File: config.mk
export PLATFORM = sky130hd
export DESIGN_NAME = coin_input_conditioner
export DESIGN_NICKNAME = d
export VERILOG_FILES = /design/src/rtl/coin_input_conditioner.sv
export SDC_FILE = /design/constraint.sdc
export NUM_CORES = 1
export LEC_CHECK = 0
export CORE_ASPECT_RATIO = 1.5
export CORE_UTILIZATION = 55
export DETAILED_ROUTE_END_ITERATION = 12
export PLACE_DENSITY = 0.74
export SETUP_SLACK_MARGIN = 0.15
export SLEW_MARGIN = 5
export SYNTH_ARGS = -nofsm -noshare
export SYNTH_HDL_FRONTEND = slang
export SYNTH_SLANG_ARGS = --single-unit
export TNS_END_PERCENT = 100
File: constraint.sdc
create_clock -name clk -period 2.2 [get_ports clk]
set_clock_uncertainty 0.1 [all_clocks]
set_input_delay 0.22 -clock clk [delete_from_list [all_inputs] [get_ports clk]]
set_output_delay 0.22 -clock clk [all_outputs]
set_load 0.005 [all_outputs]
File: src/rtl/coin_input_conditioner.sv
// Coin/button conditioner: 2-flop sync, per-channel debounce, rising-edge events arbitrated
// into one-hot single-cycle pulses. Define COIN_TALLY_EN to add the running cents tally.
module coin_input_conditioner #(
  parameter int unsigned DEB_CYCLES = 4
) (
  input  logic       clk,
  input  logic       rst,
  input  logic       quarter_raw,
  input  logic       dime_raw,
  input  logic       nickel_raw,
  input  logic       soda_raw,
  input  logic       diet_raw,
  output logic       quarter,
  output logic       dime,
  output logic       nickel,
  output logic       soda,
  output logic       diet,
  output logic       drop_err
`ifdef COIN_TALLY_EN
  ,
  input  logic       tally_clr,
  output logic [7:0] tally
`endif
);

  localparam int unsigned NumCh  = 5;
  localparam logic [3:0]  CntMax = 4'(DEB_CYCLES - 1);

  // Bit order is priority order: 0 = quarter (highest) .. 4 = diet (lowest).
  logic [NumCh-1:0] raw;
  logic [NumCh-1:0] sync1_q, sync2_q;
  logic [NumCh-1:0] deb_q, deb_d, deb_prev_q;
  logic [NumCh-1:0] pend_q, pend_d;
  logic [NumCh-1:0] rise, grant, out_q;
  logic [3:0]       cnt_q [NumCh];
  logic [3:0]       cnt_d [NumCh];
  logic             drop;
  logic             drop_err_q;

  assign raw = {diet_raw, soda_raw, nickel_raw, dime_raw, quarter_raw};

  always_comb begin
    for (int i = 0; i < NumCh; i++) begin
      cnt_d[i] = '0;
      deb_d[i] = deb_q[i];
      if (sync2_q[i] != deb_q[i]) begin
        if (cnt_q[i] == CntMax) begin
          deb_d[i] = sync2_q[i];
        end else begin
          cnt_d[i] = cnt_q[i] + 4'd1;
        end
      end
    end
  end

  assign rise   = deb_q & ~deb_prev_q;
  // Isolate the lowest set bit: the highest-priority pending event.
  assign grant  = pend_q & (~pend_q + NumCh'(1));
  assign pend_d = (pend_q & ~grant) | rise;
  assign drop   = |(rise & pend_q & ~grant);

  always_ff @(posedge clk or posedge rst) begin
    if (rst) begin
      sync1_q    <= '0;
      sync2_q    <= '0;
      deb_q      <= '0;
      deb_prev_q <= '0;
      pend_q     <= '0;
      out_q      <= '0;
      drop_err_q <= 1'b0;
      for (int i = 0; i < NumCh; i++) begin
        cnt_q[i] <= '0;
      end
    end else begin
      sync1_q    <= raw;
      sync2_q    <= sync1_q;
      deb_q      <= deb_d;
      deb_prev_q <= deb_q;
      pend_q     <= pend_d;
      out_q      <= grant;
      drop_err_q <= drop_err_q | drop;
      for (int i = 0; i < NumCh; i++) begin
        cnt_q[i] <= cnt_d[i];
      end
    end
  end

  assign quarter  = out_q[0];
  assign dime     = out_q[1];
  assign nickel   = out_q[2];
  assign soda     = out_q[3];
  assign diet     = out_q[4];
  assign drop_err = drop_err_q;

`ifdef COIN_TALLY_EN
  logic [7:0] tally_q;
  logic [7:0] coin_val;

  always_comb begin
    coin_val = 8'd0;
    if (out_q[0]) begin
      coin_val = 8'd25;
    end else if (out_q[1]) begin
      coin_val = 8'd10;
    end else if (out_q[2]) begin
      coin_val = 8'd5;
    end
  end

  always_ff @(posedge clk or posedge rst) begin
    if (rst) begin
      tally_q <= 8'd0;
    end else if (tally_clr) begin
      tally_q <= 8'd0;
    end else begin
      tally_q <= tally_q + coin_val;
    end
  end

  assign tally = tally_q;
`endif

endmodule
== After elaboration in Yosys (flattened, before gate mapping) ==
Cells that the tools add are included.

* Flip-flop bits (word level): 51
* Input bits: 7
* Output and inout bits: 6
* Logic and storage cells: 58

* Add/sub/neg operators: 6
* Equality and inequality tests: 10
* Mux-type cells: 10
* Bitwise operators: 10
* Reductions and logical operators: 6

{| class="wikitable"
|+ Operators by type and width
! cell !! count
|-
| 4-bit 2-to-1 mux || 10
|-
| 5-bit bitwise AND || 5
|-
| 4-bit by 1-bit adder with 4-bit output, second input constant || 5
|-
| 4-bit by 2-bit == test with 1-bit output, second input constant || 5
|-
| 5-bit NOT || 3
|-
| 2-bit AND reduction || 5
|-
| 5-bit by 1-bit adder with 5-bit output, second input constant || 1
|-
| 1-bit inequality test || 5
|-
| 5-bit OR || 1
|-
| 5-bit OR reduction || 1
|-
| 1-bit OR || 1
|}

== Longest topological paths before layout ==
Gate-level depths: netlist of the first run.

* Depth in word-level cells: 7
* Depth in mapped cells: 4

== Worst setup path after synthesis of the first run ==
No wires, ideal clock.

* Path type: reg-to-reg
* Start: register pend_q[1]
* End: register drop_err_q (netlist: drop_err)
* Library setup time: 0.134 ns
* Arrival time: 1.178 ns
* Required time: 1.966 ns
* Path slack: 0.788 ns
* Cell stages (with the launch flop): 5
* Clock period less this slack: 1.412 ns
* Path through: dfrtp_1 -> or3_1 -> buf_2 -> a211oi_2 -> o221ai_2

* Cells in the longest elaborated chain, start to end: 7

{| class="wikitable"
|+ Ends and longest elaborated chain
! item !! RTL line !! RTL
|-
| from (decl) || 33 || <nowiki>logic [NumCh-1:0] pend_q, pend_d;</nowiki>
|-
| from (signal assigned) || 79 || <nowiki>pend_q <= pend_d;</nowiki>
|-
| 5-bit NOT || 58 || <nowiki>assign grant = pend_q & (~pend_q + NumCh'(1));</nowiki>
|-
| 5-bit by 1-bit adder with 5-bit output || 58 ||
|-
| 5-bit bitwise AND || 58 ||
|-
| 5-bit NOT || 60 || <nowiki>assign drop = |(rise & pend_q & ~grant);</nowiki>
|-
| 5-bit bitwise AND * || 60 ||
|-
| 5-bit OR reduction * || 60 ||
|-
| 1-bit OR * || 81 || <nowiki>drop_err_q <= drop_err_q | drop;</nowiki>
|-
| to (signal assigned) || 81 ||
|-
| to (decl) || 38 || <nowiki>logic drop_err_q;</nowiki>
|}

Every way passes the cells marked *; elsewhere a longest branch is shown, timed or not.
A chain may end at the register's enable or synchronous reset.

== Worst setup path in the final report of the first run ==
* Start: register drop_err_q (netlist: drop_err)
* End: output port drop_err

{| class="wikitable"
|+ RTL lines
! item !! RTL line !! RTL
|-
| to (decl) || 18 || <nowiki>output logic drop_err</nowiki>
|}

No word-level cell between the ends.

==> impl_metrics.env, run 1 <==
export IMPL_crit_buf_inv=1
export IMPL_cts_buffer_depth=2
export IMPL_cap_violations=0
export IMPL_r2r_slack_ns=0.74
export IMPL_cp_arrival_ns=1.18
export IMPL_wirelength_um=2430
export IMPL_clock_fmax_mhz=667
export IMPL_ctsResizeCount=0
export IMPL_synth_compound_area_share_pct=5.10
export IMPL_post_route_min_period_ns=1.50
export IMPL_grt_pass1_vias=1068
export IMPL_synth_xor_area_share_pct=4.69
export IMPL_ir_worst_vdd_mv=0.647
export IMPL_wl_per_cell_um=12.3
export IMPL_hpwlAfterDp_um=1840
export IMPL_synth_fa_ha_area_share_pct=3.35
export IMPL_clkTransAtPathRegs_ns=0.08
export IMPL_initial_core_util_pct=58.5
export IMPL_setup_violations=0
export IMPL_cp_slowest_cell="clkdlybuf4s50_1"
export IMPL_drt_iter0_markers=12
export IMPL_track_usage_pct=16.3
export IMPL_synth_commonest_cells="51 x dfrtp_1, 8 x nor2b_1, 7 x nor3b_1"
export IMPL_htreeDepth=2
export IMPL_ys_ff_latch=51
export IMPL_final_area_um2=2150
export IMPL_tightest_slew_ns=0.513
export IMPL_core_um2=3190
export IMPL_worst_path_largest_cell_delay_ns=0.51
export IMPL_drive_gt1_share_pct=8.86
export IMPL_total_power_mw=2.47
export IMPL_cts_tree="built"
export IMPL_r2r_end="deb_q[3]"
export IMPL_synthMuxAreaShare_pct=1.81
export IMPL_synth_seq_area_share_pct=68.4
export IMPL_crit_fanout=2
export IMPL_crit_chain="clkdlybuf4s50_1"
export IMPL_synth_simple_gate_area_share_pct=15.6
export IMPL_num_antenna_cells=0
export IMPL_grt_max_degree=28
export IMPL_pre_cts_slack_ns=0.740
export IMPL_synth_area_leaders="dfrtp_1 68%, ha_1 3.4%, nor3b_1 2.8%, nor2b_1 2.7%, xnor2_1 2.3%"
export IMPL_critPathLaunchType="flop"
export IMPL_hold_violations=0
export IMPL_nNetsFinal=169
export IMPL_viasPerCell=5.23
export IMPL_r2r_start="cnt_q[4]"
export IMPL_clk_latency_ns=0.29
export IMPL_grt_pass1_wl_um=4320
export IMPL_cts_sinks=51
export IMPL_cellPowerDensity_nw_per_um2=1150
export IMPL_drc_errors=0
export IMPL_clockRootBuffer="clkbuf_8"
export IMPL_outcome="finished, final reports clean"
export IMPL_synth_area_per_cell_um2=13.5
export IMPL_r2r_cells=3
export IMPL_tns_ns=0
export IMPL_syn_inst=138
export IMPL_synthArstFlopShare_pct=100
export IMPL_synth_top_cell_area_share_pct=68.4
export IMPL_ant_nets=0
export IMPL_portBuffers=12
export IMPL_syn_nets=150
export IMPL_grt_antenna_before_repair=0
export IMPL_ys_types=24
export IMPL_firstDrtPassIters=4
export IMPL_cp_top_family="buffers and inverters"
export IMPL_io_pins=13
export IMPL_synth_top_family_by_area="simple AND/OR/NAND/NOR gates"
export IMPL_yosys_warnings=0
export IMPL_die_w_um=49.6
export IMPL_slew_headroom_pct=65.8
export IMPL_required_ns=1.88
export IMPL_rsz0062_at_grt="no"
export IMPL_synth_most_common_cell="dfrtp_1"
export IMPL_setup_worst_path_class="reg -> out"
export IMPL_die_h_um=73.3
export IMPL_leakagePower_nw=0.962
export IMPL_cts_hold_buf=0
export IMPL_place_area_um2=2050
export IMPL_gp_congestion=0.825
export IMPL_layout_setup_ws_ns=0.701
export IMPL_cts_setup_buffers=0
export IMPL_via_count=1035
export IMPL_grt_overflow=0
export IMPL_area_growth_pct=15.3
export IMPL_critPathCaptureType="primary output"
export IMPL_synth_edf_count=0
export IMPL_placementRows=25
export IMPL_cts_buffers=5
export IMPL_design_die_area_um2=3630
export IMPL_synth_area_um2=1870
export IMPL_synth_ff_type="dfrtp_1"
export IMPL_hold_class="in -> async"
export IMPL_yosys_area_top_type="dfrtp_1"
export IMPL_drv_slew=0
export IMPL_finalCritPeriodShare_pct=68.2
## kinds of logic (layout without fill, tap and decap cells)
| family | after synthesis | count (layout) |
|---|---|---|
| DFF | 51 | 51 |
| and+or+nand+nor | 49 | 49 |
| xor gates and xnor gates | 10 | 10 |
| muxes | 3 | 3 |
| adders and majority gates | 5 | 5 |
| buffers and inverters | 5 | 25 |
| AOI/OAI and AO/OA | 15 | 15 |
## metrics by stage
| stage | std cells | util, % | hold WS [ns] |
|---|---|---|---|
| after floorplan | 138 | - | 0.151 |
| after global placement | 190 | 64.3 | 0.235 |
| after detailed placement | 190 | 64.3 | 0.236 |
| after CTS | 198 | 67.4 | 0.177 |
| after global routing | 198 | 67.4 | 0.210 |
| final | 198 | 67.4 | 0.169 |
## worst max path at each step
stage                     to      start  cells after the start
floorplan           cnt_q[0]        rst                      1
global placement    drop_err  pend_q[1]                      3
detailed placement  deb_q[3]   cnt_q[4]                      3
CTS                 drop_err   drop_err                      1
global route        drop_err   drop_err                      1
finish              drop_err   drop_err                      1
## flip-flops by register name, indices dropped and copies added, names as in the netlist
signal and cells:
deb_q 5, pend_q 5, deb_prev_q 5, sync2_q 5
sync1_q 5, drop_err 1, cnt_q 20, out_q 5
## layout make-up
class                   instances  area (µm²)
flip-flops and latches         51        1280
fillers                       245        1040
multi-input cells              82         569
repair buffers                 13         140
clock buffers                   8         100
well taps                      40        50.0
inverters                       4        15.0
## layer usage
| layer | GRT usage [%] | up-vias | share of wire [%] |
|---|---|---|---|
| li1 | - | 504 | - |
| met4 | 7.30 | 0 | 1.3 |
| met3 | 6.21 | 4 | 3.7 |
| met1 | 16.5 | 509 | 41 |
| met5 | 0 | - | 0 |
| met2 | 29.4 | 18 | 54 |
## cell usage in the layout (no fill, tap or decap), types with 2 or more instances in the layout
master           Yosys  final
nor2_1               6      6
dfrtp_1             51     51
inv_1                4      3
xnor2_1              5      5
o21ai_0              4      4
clkdlybuf4s50_1      0     12
xor2_1               5      5
nor3b_1              7      7
clkbuf_8             0      7
nor3_1               5      5
o21ai_1              2      2
nand3_1              5      5
nor2b_1              8      8
a21oi_1              6      6
ha_1                 5      5
nand2b_1             6      6
nand2_1              4      4
mux2_2               3      3
nand3b_1             5      5
## report_power, final
part	internal (mW)	switching (mW)	leakage, nW
clock	0.287	0.267	0.0515
sequential	1.20	0.171	0.644
combinational	0.301	0.252	0.267
total	1.78	0.690	0.962
Note: power is estimated with default switching activity, not from simulation.
==> inputs of run 2 (changes only) <==
clock period = 1.4 ns   (was 2.2 ns; I/O delays follow)
==> run 2 against run 1 <==
Combinational power rose by 100%. Non-clock buffer count rose by 13. Die area did not move. Utilization rose by 5.6 points. Wire length rose by 23%. Sequential power rose by 56%. Critical path depth rose by 2. Via count rose by 6.3%. Final area rose by 8.4%. Global-route usage rose by 2.6 points. Largest power group unchanged. Highest routed layer unchanged.
==> impl_metrics.env, run 2 (synthesized netlist as in run 1, its figures left out) <==
export IMPL_critPathLaunchType="flop"
export IMPL_power_frac_seq_pct=51.4
export IMPL_gp_congestion=0.754
export IMPL_outcome="finished, final reports clean"
export IMPL_tns_ns=0
export IMPL_largest_register="cnt_q"
export IMPL_swShare_pct=28.4
export IMPL_worst_path_largest_cell_delay_ns=0.43
export IMPL_grt_pass1_wl_um=4920
export IMPL_comb_power_share_pct=27.3
export IMPL_hpwlAfterDp_um=1990
export IMPL_hold_violations=0
export IMPL_internal_power_mw=2.97
export IMPL_clockRootBuffer="clkbuf_8"
export IMPL_finalCritPeriodShare_pct=97.5
export IMPL_setup_violations=0
export IMPL_cp_arrival_ns=1.44
export IMPL_r2r_start="pend_q[1]"
export IMPL_rsz0062_at_grt="yes"
export IMPL_wl_per_cell_um=14.2
export IMPL_cap_violations=0
export IMPL_finish_utilization_pct=73.1
export IMPL_ant_nets=0
export IMPL_dr_wl_met3_um=85
export IMPL_wl_met2_um=1690
export IMPL_total_power_mw=4.15
export IMPL_post_route_min_period_ns=1.36
export IMPL_clock_fmax_mhz=733
export IMPL_grt_antenna_before_repair=0
export IMPL_cts_hold_buf=0
export IMPL_clk_latency_ns=0.29
export IMPL_hold_slack_ns=0.163
export IMPL_num_antenna_cells=0
export IMPL_drv_slew=0
export IMPL_cts_tree="built"
export IMPL_layout_setup_ws_ns=0.0350
export IMPL_drc_errors=0
export IMPL_crit_chain="or3_4 -> a211oi_2 -> o221ai_2"
export IMPL_cp_top_family="simple AND/OR/NAND/NOR gates"
export IMPL_grt_max_degree=52
export IMPL_top_layer_used="met4"
export IMPL_nNetsFinal=182
export IMPL_cp_slowest_cell="or3_4"
export IMPL_cts_buffers=5
export IMPL_die_h_um=73.3
export IMPL_leakagePower_nw=1.06
export IMPL_firstDrtPassIters=4
export IMPL_cts_buffer_depth=2
export IMPL_crit_fanout=6
export IMPL_cellPowerDensity_nw_per_um2=1780
export IMPL_portBuffers=12
export IMPL_critPathCaptureType="flop"
export IMPL_core_um2=3190
export IMPL_p_clk_share_pct=21.2
export IMPL_design_die_area_um2=3630
export IMPL_io_pins=13
export IMPL_viasPerCell=5.21
export IMPL_p_sw_mw=1.18
export IMPL_track_usage_pct=18.9
export IMPL_drt_iter0_markers=22
export IMPL_crit_buf_inv=0
export IMPL_area_growth_pct=24.9
export IMPL_initial_core_util_pct=58.5
export IMPL_via_count=1100
export IMPL_final_cell_mix="51 x dfrtp_1, 13 x buf_4, 8 x nor2b_1"
export IMPL_grt_overflow=0
export IMPL_slew_headroom_pct=76.5
export IMPL_placementRows=25
export IMPL_final_common_cell="dfrtp_1"
export IMPL_cts_sinks=51
export IMPL_m1WireLength_um=1150
export IMPL_largest_reg_flops=20
export IMPL_drive_gt1_share_pct=22.2
export IMPL_grt_pass1_vias=1188
export IMPL_wirelength_um=2990
export IMPL_setup_worst_path_class="reg -> reg"
export IMPL_fillers=233
export IMPL_cp_startpoint="pend_q[1]"
export IMPL_hold_class="in -> async"
export IMPL_clkTransAtPathRegs_ns=0.08
export IMPL_ir_worst_vdd_mv=1.26
export IMPL_htreeDepth=2
export IMPL_required_ns=1.47
export IMPL_die_w_um=49.6
export IMPL_tightest_slew_ns=0.350
export IMPL_pre_cts_slack_ns=-0.00585
run 2: metrics by stage:
step / area [µm²] / instances
detailed placement: 2120 / 192
finish: 2330 / 211
CTS: 2290 / 208
global route: 2330 / 211
global placement: 2120 / 192
floorplan: 1920 / 138
run 2: layout make-up:
cell class	count	area (µm²)	area share (%)
Sequential cell	51	1280	54.8
Multi-Input combinational cell	82	652	28.0
Timing Repair Buffer	26	234	10.0
Clock buffer	8	100	4.29
Tap cell	40	50.0	2.15
Inverter	4	18.8	0.805
run 2: worst register-to-register path: stages (launching register included):
cell      delay (ns)
dfrtp_1         0.39
or3_4           0.43
a211oi_2        0.21
o221ai_2        0.11
run 2: metal layers:
metal  GRT usage [%]  vias to the layer above
li1                -                      530
met1            19.0                      551
met2            35.3                       15
met3            4.97                        4
met4            9.52                        0
met5               0                        -
run 2: power by group through the flow:
stage,clock network [mW],registers (mW),logic (mW)
2_1_floorplan,0,2.12,0.670
3_3_place_gp,0,2.13,0.971
3_5_place_dp,0,2.18,1.01
4_1_cts,0.922,2.14,1.11
5_1_grt,0.965,2.18,1.25
6_report,0.882,2.14,1.13
run 2: repair_timing:
item	4_1_cts	5_1_grt
buffers inserted	8	3
pin swaps	2	2
setup endpoints to repair	15	10
resized for setup	9	3
run 2: final timing paths:
check	to	slack [ns]	cells past startpoint
setup / recovery	drop_err	0.04	3
hold / removal	deb_prev_q[3]	0.16	3
setup reg to reg	drop_err	0.04	3
hold reg to reg	sync2_q[0]	0.25	0
max in group asynchronous	cnt_q[12]	0.82	3
min in group clk	sync1_q[3]	0.18	1
